<file path="config.mk">
export PLATFORM = sky130hd
export DESIGN_NAME = io_responder
export DESIGN_NICKNAME = d
export VERILOG_FILES = /design/src/rtl/io_responder.sv
export SDC_FILE = /design/constraint.sdc
export NUM_CORES = 1
export LEC_CHECK = 0
export CAP_MARGIN = 20
export CORE_MARGIN = 5
export CORE_UTILIZATION = 45
export DETAILED_ROUTE_END_ITERATION = 7
export PLACE_DENSITY = 0.76
export SYNTH_ARGS = -nofsm -noshare
export SYNTH_HDL_FRONTEND = slang
export SYNTH_SLANG_ARGS = --single-unit
</file>
<file path="constraint.sdc">
create_clock -name clk -period 2.7 [get_ports clk]
set_input_delay 0.54 -clock clk [delete_from_list [all_inputs] [get_ports clk]]
set_output_delay 0.54 -clock clk [all_outputs]
set_load 0.005 [all_outputs]
</file>
<file path="src/rtl/io_responder.sv">
// io_responder: memory-mapped board I/O block (keys, switches, HEX, LEDs)
// with a single-cycle ack bus, key-press edge capture and a maskable level
// interrupt. Define IO_KEY_DEBOUNCE_EN to add per-key debounce counters.
// Without it, the synchronized keys are used directly.
module io_responder #(
  parameter int          DBITS      = 16,
  parameter logic [15:0] DEB_CYCLES = 16'd50000
) (
  input  logic             clk,
  input  logic             rst_n,
  input  logic             req,
  input  logic             we,
  input  logic [DBITS-1:0] addr,
  input  logic [DBITS-1:0] wdata,
  output logic             ack,
  output logic [DBITS-1:0] rdata,
  input  logic [3:0]       key_in,
  input  logic [9:0]       sw_in,
  output logic [15:0]      hex_out,
  output logic [9:0]       ledr_out,
  output logic [7:0]       ledg_out,
  output logic             irq
);

  localparam logic [DBITS-1:0] A_KEY   = DBITS'(16'hFFF0);
  localparam logic [DBITS-1:0] A_SW    = DBITS'(16'hFFF2);
  localparam logic [DBITS-1:0] A_KEDGE = DBITS'(16'hFFF4);
  localparam logic [DBITS-1:0] A_KMASK = DBITS'(16'hFFF6);
  localparam logic [DBITS-1:0] A_HEX   = DBITS'(16'hFFF8);
  localparam logic [DBITS-1:0] A_LEDR  = DBITS'(16'hFFFA);
  localparam logic [DBITS-1:0] A_LEDG  = DBITS'(16'hFFFC);

  logic             ack_q, ack_d;
  logic [DBITS-1:0] rdata_q, rdata_d;
  logic [15:0]      hex_q, hex_d;
  logic [9:0]       ledr_q, ledr_d;
  logic [7:0]       ledg_q, ledg_d;
  logic [3:0]       kedge_q, kedge_d;
  logic [3:0]       kmask_q, kmask_d;
  logic             irq_q, irq_d;
  logic [3:0]       key_s1_q, key_s2_q;
  logic [9:0]       sw_s1_q, sw_s2_q;
  logic [3:0]       key_deb;      // current debounced key level
  logic [3:0]       key_deb_nxt;  // debounced key level after this edge
  logic [DBITS-1:0] rd_val;
  logic             wr;

`ifdef IO_KEY_DEBOUNCE_EN
  logic [15:0] cnt_q [4];
  logic [15:0] cnt_d [4];
  logic [3:0]  key_deb_q, key_deb_d;

  // Per-key stability counter: restarts whenever the synced key agrees with
  // the debounced level, saturates at the window end where the level flips.
  always_comb begin
    key_deb_d = key_deb_q;
    for (int i = 0; i < 4; i++) begin
      cnt_d[i] = cnt_q[i];
      if (key_s2_q[i] == key_deb_q[i]) begin
        cnt_d[i] = '0;
      end else if (cnt_q[i] >= DEB_CYCLES - 16'd1) begin
        key_deb_d[i] = key_s2_q[i];
      end else begin
        cnt_d[i] = cnt_q[i] + 16'd1;
      end
    end
  end

  // Debounce state registers; keys idle high (released) out of reset.
  always_ff @(posedge clk or negedge rst_n) begin
    if (!rst_n) begin
      key_deb_q <= 4'hF;
      for (int i = 0; i < 4; i++) cnt_q[i] <= '0;
    end else begin
      key_deb_q <= key_deb_d;
      for (int i = 0; i < 4; i++) cnt_q[i] <= cnt_d[i];
    end
  end

  assign key_deb     = key_deb_q;
  assign key_deb_nxt = key_deb_d;
`else
  // The synced key is the debounced key; DEB_CYCLES has no effect here and
  // is only referenced so the parameter remains part of the interface.
  if (DEB_CYCLES == 16'd0) begin : g_deb_window_unused
  end
  assign key_deb     = key_s2_q;
  assign key_deb_nxt = key_s1_q;
`endif

  // Read mux over the register map; unmapped addresses read as DEAD.
  always_comb begin
    rd_val = DBITS'(16'hDEAD);
    case (addr)
      A_KEY:   rd_val = DBITS'(key_deb);
      A_SW:    rd_val = DBITS'(sw_s2_q);
      A_KEDGE: rd_val = DBITS'(kedge_q);
      A_KMASK: rd_val = DBITS'(kmask_q);
      A_HEX:   rd_val = DBITS'(hex_q);
      A_LEDR:  rd_val = DBITS'(ledr_q);
      A_LEDG:  rd_val = DBITS'(ledg_q);
      default: rd_val = DBITS'(16'hDEAD);
    endcase
  end

  // Next-state: bus response, register writes, edge capture and interrupt.
  always_comb begin
    wr      = req & we;
    ack_d   = req;
    rdata_d = (req && !we) ? rd_val : '0;
    hex_d   = (wr && addr == A_HEX)   ? wdata[15:0] : hex_q;
    ledr_d  = (wr && addr == A_LEDR)  ? wdata[9:0]  : ledr_q;
    ledg_d  = (wr && addr == A_LEDG)  ? wdata[7:0]  : ledg_q;
    kmask_d = (wr && addr == A_KMASK) ? wdata[3:0]  : kmask_q;
    kedge_d = kedge_q;
    if (wr && addr == A_KEDGE) kedge_d = kedge_d & ~wdata[3:0];
    // A press on the same edge as a clear must survive, so set goes last.
    kedge_d = kedge_d | (key_deb & ~key_deb_nxt);
    irq_d   = |(kedge_q & kmask_q);
  end

  // State registers; reset aborts any in-flight request.
  always_ff @(posedge clk or negedge rst_n) begin
    if (!rst_n) begin
      ack_q    <= 1'b0;
      rdata_q  <= '0;
      hex_q    <= '0;
      ledr_q   <= '0;
      ledg_q   <= '0;
      kedge_q  <= '0;
      kmask_q  <= '0;
      irq_q    <= 1'b0;
      key_s1_q <= 4'hF;
      key_s2_q <= 4'hF;
      sw_s1_q  <= '0;
      sw_s2_q  <= '0;
    end else begin
      ack_q    <= ack_d;
      rdata_q  <= rdata_d;
      hex_q    <= hex_d;
      ledr_q   <= ledr_d;
      ledg_q   <= ledg_d;
      kedge_q  <= kedge_d;
      kmask_q  <= kmask_d;
      irq_q    <= irq_d;
      key_s1_q <= key_in;
      key_s2_q <= key_s1_q;
      sw_s1_q  <= sw_in;
      sw_s2_q  <= sw_s1_q;
    end
  end

  assign ack      = ack_q;
  assign rdata    = rdata_q;
  assign hex_out  = hex_q;
  assign ledr_out = ledr_q;
  assign ledg_out = ledg_q;
  assign irq      = irq_q;

endmodule

</file>
After elaboration in Yosys (flattened, before gate mapping)

Index checks and enable logic that the tools add are counted.

$add $sub $neg: 0
Multiply operators: 0
Divide/modulo/power cells: 0
$lt $le $gt $ge: 0
Equal/unequal tests: 7
Shift operators: 0
Muxes and demuxes: 3
Bitwise gates (word level): 7
Reductions and logical operators: 8

Operator list:

| operator               | count |
|---|---|
| $eq A16 B16 Y1 const B | 7 |
| $pmux W16 S7           | 1 |
| $mux W16               | 1 |
| $and A4 B4 Y4          | 3 |
| $not A4 Y4             | 2 |
| $logic_and A1 B1 Y1    | 6 |
| $mux W4                | 1 |
| $or A4 B4 Y4           | 1 |
| $reduce_or A4 Y1       | 1 |
| $and A1 B1 Y1          | 1 |
| $logic_not A1 Y1       | 1 |

Register bits after elaboration: 88
Latch bits: 0
RAM bits: 0
ROM bits: 0
Input port bits: 50
Output and inout bits: 52
Word-level logic and storage cells: 37
Memories: 0

Longest topological paths before layout

Gate-level depths: netlist of run 1.

Depth after elaboration: 4
Depth in mapped cells: 6
Gate-level depth less buffers: 4

Least setup slack after synthesis of run 1

Ideal clock, no wire load.

Path type: input to register
From: input port addr[3]
To: register kmask_q[0]
Setup time: 0.125 ns
Arrival: 1.845 ns
Required time: 2.575 ns
Path slack: 0.730 ns
Stages: 5
Path buffers: 1
Cells stage by stage: clkbuf_1 > or2_2 > nor4_1 > and3b_1 > mux2_2

Longest elaborated chain between the ends: 2

RTL lines:

| item                 | RTL line | RTL |
|---|---|---|
| from (decl)          | 13       | `input logic [DBITS-1:0] addr,` |
| $eq A16 B16 Y1       | 114      | `kmask_d = (wr && addr == A_KMASK) ? wdata[3:0] : kmask_q;` |
| $logic_and A1 B1 Y1  | 114      |  |
| to (signal assigned) | 144      | `kmask_q <= kmask_d;` |
| to (decl)            | 39       | `logic [3:0] kmask_q, kmask_d;` |

No other way between the ends.
A chain may end at the register's enable or synchronous reset.

Final worst setup path of run 1

From: input port addr[11]
To: register kmask_q[1]

The elaborated chain is that of the path after synthesis.

==> run_results.csv, run 1 <==
group,metric,value,unit
detailed_routing,drtIter0Drc,236,
layout,area.growth.synth_to_final,41.6,%
layout,final_common_cell,"clkdlybuf4s50_1",
detailed_routing,num_vias,2722,
timing,finalSetupViolCount,0,
clock_network,clock_path_buffers,2,
global_route,grt_antenna_before_repair,0,
power_and_ir_drop,p_int,1880,uW
clock_network,cts_buffers,9,
floorplanning,die_x,98.5,um
floorplanning,start_util,45.9,%
synth,synth-seq-cells,88,
clock_network,clock_latency,0.35,ns
synth,synth.distinct_cells,36,
flow_run,maxCapViolations,0,
global_route,gr-usage-all-layers,19.8,%
power_and_ir_drop,p_comb_share,7.9,%
global_route,use_met3,4.18,%
global_route,met1_usage,26.5,%
timing,hold_violations,0,
floorplanning,fp-row-count,32,
power_and_ir_drop,finalPower,2450,uW
global_route,grt_pass1_wl,15200,um
placement,place_ws,0.178,ns
placement,gp_congestion,0.854,
global_route,gr-total-overflow,0,
timing,worst_slew_pin_slew,0.779,ns
timing,timing.fmax,0.450,GHz
global_route,use_met2,31.0,%
synth,netlist_area,3530,um2
global_route,grt_pass1_vias,2914,
detailed_routing,via_per_inst,5.54,
synth,yosys_warnings,0,
layout,final_cell_mix,"clkdlybuf4s50_1 (100), dfrtp_1 (80), mux2_2 (31)",
layout,fin_nets,434,
layout,fin_area,5000,um2
setup_path,crit_arrival,2.46,ns
clock_network,clk_pin_slew,0.09,ns
setup_path,worst-setup-path-type,"in2reg",
detailed_routing,drcViolationCount,0,
clock_network,post_cts_buffers,0,
power_and_ir_drop,power.density,491,nW/um2
detailed_routing,wl_per_cell,19.0,um
power_and_ir_drop,seqPwrFrac,55.6,%
layout,fillers,583,
layout,drive_gt1_share,24.4,%
timing,rsz0062_at_grt,"no",
layout,multi_input_area,1250,um2
setup_path,rrSetupSlack,1.60,ns
clock_network,cts_sinks,88,
detailed_routing,wirelength,9310,um
hold_path,hold_path.class,"in2async",
detailed_routing,dr.pass1.iters,4,
outcome,status,"finished, final reports clean",
timing,slew_headroom,48.1,%
floorplanning,coreArea,7690,um2
global_route,grt_max_degree,63,
setup_path,r2r_end,"rdata[0]",
layout,fin_util,65.0,%
timing,finClkSkew,0.00735,ns
placement,io_buffers,101,
placement,hpwl,6740,um
power_and_ir_drop,p_switching,568,uW
timing,fin_crit_sh,82.4,%
synth,syn_area_per_cell,13.7,um2
power_and_ir_drop,peakVddDrop,0.317,mV
power_and_ir_drop,p_leak,0.00220,uW
setup_path,rr_worst_depth,3,
placement,dpl_cell_area,4800,um2
detailed_routing,drtAntennaViolNets,0,
clock_network,cts-root-buf,"clkbuf_8",
clock_network,postCtsHoldBufs,0,
setup_path,endpoint_kind,"flip-flop",
synth,synth_nets,308,
timing,final.setup.worst_slack,0.475,ns
synth,netlist_instances,258,
setup_path,cp-start-kind,"input port",
layout,regArea,2210,um2
setup_path,required,2.93,ns
setup_path,cp-startpoint,"addr[11]",
floorplanning,die_y,98.5,um
floorplanning,ios,102,
clock_network,htree_levels,3,
clock_network,cts_resized,0,
timing,finalMaxSlewViolations,0,
power_and_ir_drop,p_sw_share,23.2,%
layout,antennaDiodeCount,0,
timing,fin_tns_setup,0,ns
floorplanning,die_area,9710,um2
timing,fin_crit,2.22,ns
global_route,grt-busiest-layer,"met2",
synth,synth-seq-area-share,62.7,%
setup_path,r2r-start,"kedge_q[0]",
power_and_ir_drop,pwr-share-clk,36.6,%
setup_path,cp_max_fo,10,
clock_network,cts_tree,"yes",
[per-layer routing]
layer,part of all wire [%],up-vias
li1,-,1207
met1,43,1370
met2,48,122
met3,7.2,23
met4,2.4,0
met5,0,-
[registers in the layout, indices dropped and copies added, names as in the netlist]
| register | cells |
|---|---|
| hex_out | 16 |
| rdata | 16 |
| ledr_out | 10 |
| sw_s1_q | 10 |
| sw_s2_q | 10 |
| ledg_out | 8 |
| kedge_q | 4 |
| key_deb | 4 |
| key_deb_nxt | 4 |
| kmask_q | 4 |
| ack | 1 |
| irq | 1 |
[area by class of cell]
type	instances	share of cell area, %
flip-flops and latches	88	44.3
multi-input cells	154	25.0
repair buffers	125	23.8
well taps	102	2.55
clock buffers	9	2.48
clock inverters	7	1.45
inverters	6	0.451
[worst max-delay path, stage by stage]
cell and delay, ns:
clkdlybuf4s50_1 0.47, nand4_1 0.19, buf_4 0.24, nor4_1 0.33
and3b_1 0.33, mux2_2 0.37
[worst max path at each step]
stage | end | slack (ns)
after floorplan | kmask_q[0] | 0.73
after global placement | kmask_q[2] | 0.21
after detailed placement | ledr_out[3] | 0.18
after CTS | kmask_q[1] | 0.51
after global routing | rdata[6] | 0.43
final | kmask_q[1] | 0.48
[kinds of logic after synthesis]
| logic type | share of synthesized area (%) |
|---|---|
| mux | 14.2 |
| simple gates | 11.7 |
| compound gates | 9.54 |
| flops | 62.7 |
| buf+inv | 1.88 |
[Yosys cell counts]
cell / instances / share of area, %
nand2b_1: 2 / 0.35
inv_1: 6 / 0.64
a31oi_1: 6 / 1.1
nand4_4: 1 / 0.60
buf_4: 1 / 0.21
nand4b_1: 1 / 0.25
dfstp_2: 8 / 6.0
nand4bb_1: 2 / 0.64
nor3_1: 3 / 0.43
and2_1: 1 / 0.18
nor4_2: 2 / 0.71
nor4b_1: 1 / 0.25
buf_2: 2 / 0.28
o21ai_0: 1 / 0.14
nand3b_1: 3 / 0.64
mux2_2: 31 / 9.9
or4b_1: 2 / 0.57
dfrtp_1: 80 / 57
and4_1: 5 / 1.2
a21oi_1: 17 / 2.4
nand2_1: 8 / 0.85
mux2_4: 10 / 4.3
nor2_1: 9 / 0.96
and3b_1: 1 / 0.25
and4b_1: 1 / 0.28
nor2_2: 1 / 0.18
o22ai_1: 1 / 0.18
clkbuf_1: 7 / 0.75
nand4_1: 3 / 0.53
nand3_1: 7 / 0.99
a22o_1: 12 / 3.0
or2_2: 1 / 0.18
nor4_1: 5 / 0.89
nor3b_1: 1 / 0.21
a22oi_1: 13 / 2.8
nor2b_1: 3 / 0.53
[per-stage QoR]
stage / hold WS [ns] / std cells
final: 0.254 / 491
after global routing: 0.326 / 491
after CTS: 0.287 / 491
after detailed placement: 0.335 / 475
after floorplan: 0.244 / 258
after global placement: 0.332 / 475
[power groups by stage]
stage / clock, uW / sequential, uW / combinational, uW
finish: 897 / 1360 / 193
global placement: 0 / 1390 / 191
global route: 964 / 1370 / 209
CTS: 911 / 1360 / 195
detailed placement: 0 / 1390 / 193
floorplan: 0 / 1390 / 40.0
Note: power is estimated with default switching activity, not from simulation.
==> run 2: changes to the inputs <==
Clock period 2.7 ns to 2.25 ns, I/O delays scaled along.
==> run 2 against run 1 <==
  * Core utilization increased by 2.4 points
  * Setup slack lost 0.32 ns
  * Sequential power grew 21%
  * Clock skew up 0.0016 ns
  * Clock power is 27% higher
  * Register-to-register slack worse by 0.51 ns
  * Sequential cell count unchanged
  * Non-clock buffer count rose by 20
  * Sequential share of layout area fell by 1.6 points
  * First-iteration DRC count shrank 36%
  * Die area unchanged
  * Highest routed layer unchanged
==> run_results.csv, run 2 (synthesized netlist as in run 1, its figures left out) <==
group,metric,value,unit
outcome,status,"finished, final reports clean",
detailed_routing,num_vias,2695,
setup_path,crit_arrival,2.35,ns
clock_network,cts_tree,"yes",
detailed_routing,via_per_inst,5.27,
clock_network,cts_sinks,88,
detailed_routing,drcViolationCount,0,
clock_network,cts-root-buf,"clkbuf_8",
layout,antennaDiodeCount,0,
clock_network,post_cts_buffers,0,
timing,fin_crit,2.10,ns
global_route,grt_pass1_wl,15600,um
global_route,grt_antenna_before_repair,0,
global_route,grt_max_degree,50,
timing,hold_ws,0.101,ns
detailed_routing,wl_per_cell,18.4,um
placement,dp.cells,495,
layout,final_common_cell,"clkdlybuf4s50_1",
floorplanning,ios,102,
setup_path,required,2.50,ns
timing,timing.fmax,0.477,GHz
detailed_routing,drtAntennaViolNets,0,
power_and_ir_drop,p_sw_share,22.6,%
layout,area.growth.synth_to_final,46.9,%
global_route,gr-total-overflow,0,
global_route,gr-usage-all-layers,20.3,%
layout,fin_nets,454,
layout,fin_area,5180,um2
timing,finClkSkew,0.00894,ns
power_and_ir_drop,p_int,2340,uW
layout,final_cell_mix,"clkdlybuf4s50_1 (100), dfrtp_1 (80), buf_4 (43)",
power_and_ir_drop,pwr-share-clk,37.7,%
clock_network,clk_pin_slew,0.08,ns
placement,gp_congestion,0.870,
layout,fin_util,67.4,%
floorplanning,coreArea,7690,um2
timing,fin_crit_sh,93.2,%
floorplanning,die_x,98.5,um
hold_path,hold_path.class,"in2async",
layout,layout.cells.non_filler,511,
setup_path,critPathMaxStageDelay,0.47,ns
timing,finalSetupViolCount,0,
placement,hpwl,7100,um
floorplanning,start_util,45.9,%
setup_path,endpoint_kind,"flip-flop",
clock_network,clock_path_buffers,2,
timing,slew_headroom,58.5,%
power_and_ir_drop,seqPwrFrac,54.1,%
floorplanning,die_area,9710,um2
power_and_ir_drop,p_switching,683,uW
power_and_ir_drop,peakVddDrop,0.459,mV
power_and_ir_drop,p_comb_share,8.3,%
setup_path,rr_worst_depth,3,
setup_path,rrSetupSlack,1.09,ns
power_and_ir_drop,p_leak,0.00232,uW
clock_network,clock_latency,0.36,ns
power_and_ir_drop,power.density,584,nW/um2
setup_path,cp_max_fo,7,
flow_run,maxCapViolations,0,
timing,worst_slew_pin_slew,0.623,ns
detailed_routing,dr.pass1.iters,4,
detailed_routing,wirelength,9400,um
floorplanning,fp-row-count,32,
global_route,grt_pass1_vias,3064,
layout,drive_gt1_share,27.9,%
setup_path,r2r_end,"rdata[0]",
timing,finalMaxSlewViolations,0,
setup_path,cp-start-kind,"input port",
floorplanning,die_y,98.5,um
timing,rsz0062_at_grt,"no",
placement,io_buffers,101,
timing,hold_violations,0,
setup_path,r2r-start,"hex_out[0]",
placement,dpl_cell_area,4970,um2
clock_network,cts_buffers,9,
setup_path,worst-setup-path-type,"in2reg",
setup_path,crit_slowest_cell,"clkdlybuf4s50_1",
setup_path,crit_chain,"clkdlybuf4s50_1 -> nand4_1 -> buf_4 -> nor4_1 -> and3b_1 -> mux2_2",
detailed_routing,drtIter0Drc,150,
clock_network,cts_resized,0,
clock_network,htree_levels,3,
clock_network,postCtsHoldBufs,0,
run 2: changes by cell type in the layout (fill, tap and decap cells not counted), sizes merged:
cell	delta
buf	+20
clkbuf	+3
clkinv	-2
clkinvlp	-2
inv	+1
run 2: worst max path at each step:
stage	startpoint	endpoint	cells after the start
floorplan	addr[3]	kmask_q[0]	5
global placement	addr[15]	kmask_q[2]	6
CTS	addr[15]	kmask_q[3]	6
detailed placement	addr[15]	kmask_q[3]	6
finish	addr[15]	kmask_q[3]	6
global route	addr[15]	kmask_q[2]	6
run 2: power by group through the flow:
stage               sequential (uW)  clock (uW)  combinational, uW
global route                   1640        1230                273
CTS                            1640        1160                254
floorplan                      1660           0               48.1
detailed placement             1670           0                252
finish                         1640        1140                251
global placement               1660           0                248
run 2: metrics by stage:
stage                     power, uW  worst slack, ns  setup TNS [ns]
after floorplan                1710            0.370               0
after global placement         1910           -0.198           -5.28
after detailed placement       1920           -0.209           -6.57
after CTS                      3050            0.177               0
after global routing           3140           0.0886               0
final                          3030            0.153               0
run 2: critical path: cells and delay by family:
family                 cells  cell delay [ns]
buffers and inverters      2             0.68
and+or+nand+nor            3             0.85
muxes                      1             0.36
run 2: area by class of cell:
class | count | area (um2)
fill | 595 | 2500
sequential | 88 | 2210
timing repair buffer | 145 | 1360
multi-input combinational | 154 | 1250
clock buffer | 12 | 155
tap | 102 | 128
clock inverter | 4 | 52.6
inverter | 6 | 22.5
run 2: metal layers:
layer | up-vias | routed length, um | GRT usage (%)
li1 | 1249 | - | -
met1 | 1330 | 4030 | 26.3
met2 | 105 | 4620 | 33.6
met3 | 11 | 629 | 5.10
met4 | 0 | 118 | 6.62
met5 | - | 0 | 0
